**src/rtl/regfile_arbiter.sv**
```systemverilog
// Round-robin two-requester sequencer for the 16x16 register file: IDLE -> ACCESS -> DONE per access.
// Define RF_ARB_FIXED_PRIO_EN for fixed priority (requester 0 always wins).
module regfile_arbiter #(
    parameter int DW = 16,
    parameter int AW = 4
) (
    input  logic          CLK,
    input  logic          RST,
    input  logic          REQ0,
    input  logic          REQ1,
    input  logic          WE0,
    input  logic          WE1,
    input  logic [AW-1:0] ADDRA0,
    input  logic [AW-1:0] ADDRA1,
    input  logic [AW-1:0] ADDRB0,
    input  logic [AW-1:0] ADDRB1,
    input  logic [DW-1:0] WDATA0,
    input  logic [DW-1:0] WDATA1,
    output logic          ACK0,
    output logic          ACK1,
    output logic [DW-1:0] RDATA_A,
    output logic [DW-1:0] RDATA_B,
    output logic [AW-1:0] RF_ADDR_A,
    output logic [AW-1:0] RF_ADDR_B,
    output logic [DW-1:0] RF_DATA_IN,
    output logic          RF_WR,
    input  logic [DW-1:0] RF_SRC,
    input  logic [DW-1:0] RF_DEST
);

    typedef enum logic [1:0] {IDLE, ACCESS, DONE} state_t;

    typedef struct packed {
        logic          idx;
        logic          we;
        logic [AW-1:0] addra;
        logic [AW-1:0] addrb;
        logic [DW-1:0] wdata;
    } txn_t;

    state_t        state, state_nxt;
    txn_t          txn, txn_nxt;
    logic          last, last_nxt;
    logic          win;
    logic          cap;
    logic [DW-1:0] rdata_a_q, rdata_b_q;

    // Winner among the currently raised requests; only consulted in IDLE.
    always_comb begin
`ifdef RF_ARB_FIXED_PRIO_EN
        win = ~REQ0;
`else
        win = (REQ0 && REQ1) ? ~last : REQ1;
`endif
    end

    always_comb begin
        state_nxt = state;
        txn_nxt   = txn;
        last_nxt  = last;
        cap       = 1'b0;
        case (state)
            IDLE: begin
                if (REQ0 || REQ1) begin
                    state_nxt   = ACCESS;
                    txn_nxt.idx = win;
                    if (win) begin
                        txn_nxt.we    = WE1;
                        txn_nxt.addra = ADDRA1;
                        txn_nxt.addrb = ADDRB1;
                        txn_nxt.wdata = WDATA1;
                    end else begin
                        txn_nxt.we    = WE0;
                        txn_nxt.addra = ADDRA0;
                        txn_nxt.addrb = ADDRB0;
                        txn_nxt.wdata = WDATA0;
                    end
                end
            end
            ACCESS: begin
                cap       = 1'b1;
                last_nxt  = txn.idx;
                state_nxt = DONE;
            end
            DONE:    state_nxt = IDLE;
            default: state_nxt = IDLE;
        endcase
    end

    always_ff @(posedge CLK) begin
        if (RST) begin
            state     <= IDLE;
            txn       <= '0;
            last      <= 1'b1;
            rdata_a_q <= '0;
            rdata_b_q <= '0;
        end else begin
            state <= state_nxt;
            txn   <= txn_nxt;
            last  <= last_nxt;
            // Reads are combinational, so both values are pre-write at this edge.
            if (cap) begin
                rdata_a_q <= RF_SRC;
                rdata_b_q <= RF_DEST;
            end
        end
    end

    // The transaction register only changes on IDLE->ACCESS, so it doubles as the address/data hold.
    assign RF_ADDR_A  = txn.addra;
    assign RF_ADDR_B  = txn.addrb;
    assign RF_DATA_IN = txn.wdata;
    assign RF_WR      = (state == ACCESS) && txn.we && !RST;
    assign ACK0       = (state == DONE) && !txn.idx && !RST;
    assign ACK1       = (state == DONE) &&  txn.idx && !RST;
    assign RDATA_A    = rdata_a_q;
    assign RDATA_B    = rdata_b_q;

endmodule

```
**config.mk**
```make
export PLATFORM = sky130hd
export DESIGN_NAME = regfile_arbiter
export DESIGN_NICKNAME = d
export VERILOG_FILES = /design/src/rtl/regfile_arbiter.sv
export SDC_FILE = /design/constraint.sdc
export NUM_CORES = 1
export LEC_CHECK = 0
export ABC_AREA = 1
export CORE_MARGIN = 5
export CORE_UTILIZATION = 40
export DETAILED_ROUTE_END_ITERATION = 10
export PLACE_DENSITY_LB_ADDON = 0.15
export SLEW_MARGIN = 15
export SYNTH_ARGS = -nofsm -noshare
export SYNTH_HDL_FRONTEND = slang
export SYNTH_SLANG_ARGS = --single-unit
```
**constraint.sdc**
```tcl
create_clock -name CLK -period 1.3 [get_ports CLK]
set_input_delay 0.325 -clock CLK [delete_from_list [all_inputs] [get_ports CLK]]
set_output_delay 0.325 -clock CLK [all_outputs]
set_load 0.03 [all_outputs]
```
Word-level counts from Yosys, hierarchy flattened

Cells that the tools add are included.

Input port bits: 86
Logic and storage cells: 30
Bits in registers: 61
Output and inout bits: 59

Reduce and logical (&&, ||, !) cells: 12
Equal/unequal tests: 3
Bitwise logic cells: 1
Mux-type cells: 5

Operators by type and width:

| operator             | count |
|---|---|
| $mux W25             | 1 |
| $logic_and A1 B1 Y1  | 7 |
| $pmux W2 S2          | 1 |
| $eq A2 B1 Y1 const B | 1 |
| $eq A2 B2 Y1 const B | 1 |
| $logic_not A1 Y1     | 2 |
| $logic_not A2 Y1     | 1 |
| $mux W1              | 2 |
| $mux W2              | 1 |
| $ne A2 B2 Y1 const B | 1 |
| $reduce_and A2 Y1    | 1 |
| $logic_or A1 B1 Y1   | 1 |
| $not A1 Y1           | 1 |

Longest topological paths before layout

Word-level depth: 3
Depth in mapped cells: 7
Depth with buffers taken out: 6

Least setup slack after synthesis

Ideal clock, no wire load.

Kind: register to output
Start: register state[0]
End: output port RF_WR
Slack: -473 ps
Stages on the path, launching flop included: 6
Arrival: 1448 ps
Required time: 975 ps
Path buffers: 1
Path through: dfxtp_1 > inv_1 > nor2_4 > inv_2 > buf_2 > nor3_1

Word-level cells in the longest chain between the ends: 3

Ends and longest elaborated chain:

| item                             | line | source |
|---|---|---|
| start: declaration               | 41   | `state_t state, state_nxt;` |
| start signal: assignment         | 98   | `state <= state_nxt;` |
| $eq A2 B1 Y1                     | 113  | `assign RF_WR = (state == ACCESS) && txn.we && !RST;` |
| $logic_and A1 B1 Y1 (2 in a row) | 113  |  |
| end: declaration                 | 26   | `output logic RF_WR,` |

Every way passes these cells.

Worst setup path in the final report

Start: register state[1]
End: output port RF_WR

The elaborated chain is that of the path after synthesis.

==> reports/metrics.cfg <==
[synth]
synth.avg_cell_area_um2=6.82
synth_top_flop_cell=dfxtp_1
seq_area_frac_synth_pct=41.5
synth-async-reset-ratio_pct=0
ys_warn_count=0
synthCells=432
synth_cell_types=19
synth_edf_count=0
synth_fp_nets=518
netlist_area_mm2=0.00295
ys_ff_latch=61

[setup_path]
crit_arrival_ps=1230
cp-start-kind=register
required_ps=980
timing.rr.end=RF_DATA_IN[13]
rr_worst_depth=7
crit_type=register to output port
setup.worst_path.end_class=output port
regToRegStartpoint=state[1]
cp_max_fo=3
rrSetupSlack_ps=40

[power]
net-switching-power_uw=1810
power.density_mw_per_mm2=1310
p_clk_share_pct=35.7
ir_worst_vdd_mv=0.898
power.internal_uw=4190
pwr-share-comb_pct=28.1
seq_power_share_pct=36.2
p_leak_uw=0.00215
p_sw_share_pct=30.1

[sta]
maxSlewViolCount=0
period_needed_ps=1550
tightest_slew_ps=288
fin_setup_tns_ps=-745
final-hold-violation-count=0
finalWorstSetupSlack_ps=-252
rsz0062_at_grt=yes
clock_skew_ps=5.28
finalCritPeriodShare_pct=119
max_freq_mhz=644
timing.max_slew.rel_slack_pct=80.8
setup_violations=3

[clock_tree]
cts_tree=done
clkSlewWorstSetupHoldPaths_ps=70
root_buffer=clkbuf_8
htreeDepth=3
cts_buffers=9
cts_num_sinks=61
clk_latency_ps=330
ctsLongestPathBuffers=2

[cells_and_area]
fin_cells=658
num-fill-cells=672
multi_input_area_mm2=0.00133
fin_area_mm2=0.00457
area_delta_synth_final_pct=55.2
drive_gt1_share_pct=19.0
final_common_cell=nor2_1
final_cell_mix=nor2_1, clkdlybuf4s50_1, nand2_1
antenna_cells=0
seq_area_mm2=0.00123
num-nets-final=640

[drt]
drtIter0Drc=57
vias=3006
routed_wl_um=8230
ant_nets=0
drt_first_pass_iters=4
wl_per_cell_um=12.5
vias_per_cell=4.57
drc=0

[place]
gp_congestion=0.714
dp_slack_ps=-386
dp_cells=639
post_dp_cell_area_mm2=0.00426
dp_hpwl_um=5950
io_buffers=144

[min_path]
min_to=state[0]
hp-class=input pin to register
hold_start=REQ1
hold_depth=4

[floorplanning]
num_io_pins=145
row_count=31
die_h_um=95.8
initial_utilization_pct=40.8
coreArea_mm2=0.00721
die_area_mm2=0.00918
die_width_um=95.8

[global_routing]
grt_pass1_vias=2908
overflow=0
track_usage_pct=18.2
grt_pass1_wl_um=13100
grt_max_degree=44
antenna_found_initial=0

[outcome]
violations=setup timing
status=finished, violations left

[job]
cap_violations=0

==> area by class of cell <==
type / instances / share of cell area, %
Clock inverter: 5 / 2.33
Tap cell: 99 / 2.71
Timing Repair Buffer: 162 / 33.2
Multi-Input combinational cell: 290 / 29.0
Clock buffer: 11 / 3.31
Inverter: 30 / 2.52
Sequential cell: 61 / 26.9
==> power by group through the flow <==
stage                     Clock, uW  Combinational [uW]  Sequential [uW]
after floorplan                   0                 893             2380
after global placement            0                1650             2200
after detailed placement          0                1680             2210
after CTS                      2200                1690             2170
after global routing           2290                1850             2200
final                          2140                1680             2170
==> worst max-delay path, stage by stage, from the launching register on <==
cell,delay [ps]
dfxtp_2,330
buf_6,110
nor2_4,100
inv_2,50
nor3_4,150
buf_12,150
==> registers in the layout, indices dropped and copies added (netlist names) <==
name        count
RDATA_A        16
RDATA_B        16
RF_DATA_IN     16
RF_ADDR_A       4
RF_ADDR_B       4
state           2
txn             2
last            1
==> cell usage after synthesis, types with 3 or more instances <==
cell,count,share of area [%]
a21boi_1,10,2.5
clkbuf_1,11,1.4
a21boi_0,16,4.1
nand3_1,25,4.2
o21ai_1,3,0.51
dfxtp_1,61,41
nor2_1,120,15
buf_2,11,1.9
inv_1,29,3.7
o21ai_0,30,5.1
buf_6,3,1.1
buf_4,26,6.6
nand2_1,79,10
==> logic make-up after synthesis <==
group           after synthesis  synth area share (%)
compound gates               61                  12.7
flops                        61                  41.5
buf+inv                      81                  14.9
simple gates                229                  31.0
==> how the worst max path moves through the flow <==
stage	start	endpoint	slack [ps]	cells past startpoint
finish	state[1]	RF_WR	-250	5
global route	state[1]	RF_WR	-320	5
CTS	state[1]	RF_WR	-280	5
detailed placement	RST	ACK1	-390	3
global placement	RST	ACK1	-410	3
floorplan	state[1]	ACK0	-110	2
==> through the flow <==
stage | total power, uW | util, % | hold WS (ps)
2_1_floorplan | 3270 | - | 390
3_3_place_gp | 3850 | 59.0 | 479
3_5_place_dp | 3880 | 59.0 | 493
4_1_cts | 6060 | 63.0 | 465
5_1_grt | 6340 | 63.4 | 496
6_report | 6000 | 63.4 | 474
==> per-layer routing <==
| metal | vias to the layer above | global-route usage [%] | routed length, um | part of all wire, % |
|---|---|---|---|---|
| met1 | 1352 | 19.6 | 3240 | 39 |
| met4 | 0 | 7.11 | 106 | 1.3 |
| met2 | 84 | 32.0 | 4080 | 50 |
| li1 | 1563 | - | - | - |
| met5 | - | 0 | 0 | 0 |
| met3 | 7 | 6.96 | 804 | 9.8 |
==> timing repair <==
| action | CTS | global route |
|---|---|---|
| resized for setup | 7 | 11 |
| hold buffers | 0 | 0 |
| buffers inserted | 1 | 2 |
| endpoints found under the setup margin | 3 | 30 |
| pin swaps | 2 | 1 |
(Power assumes the default switching activity.)
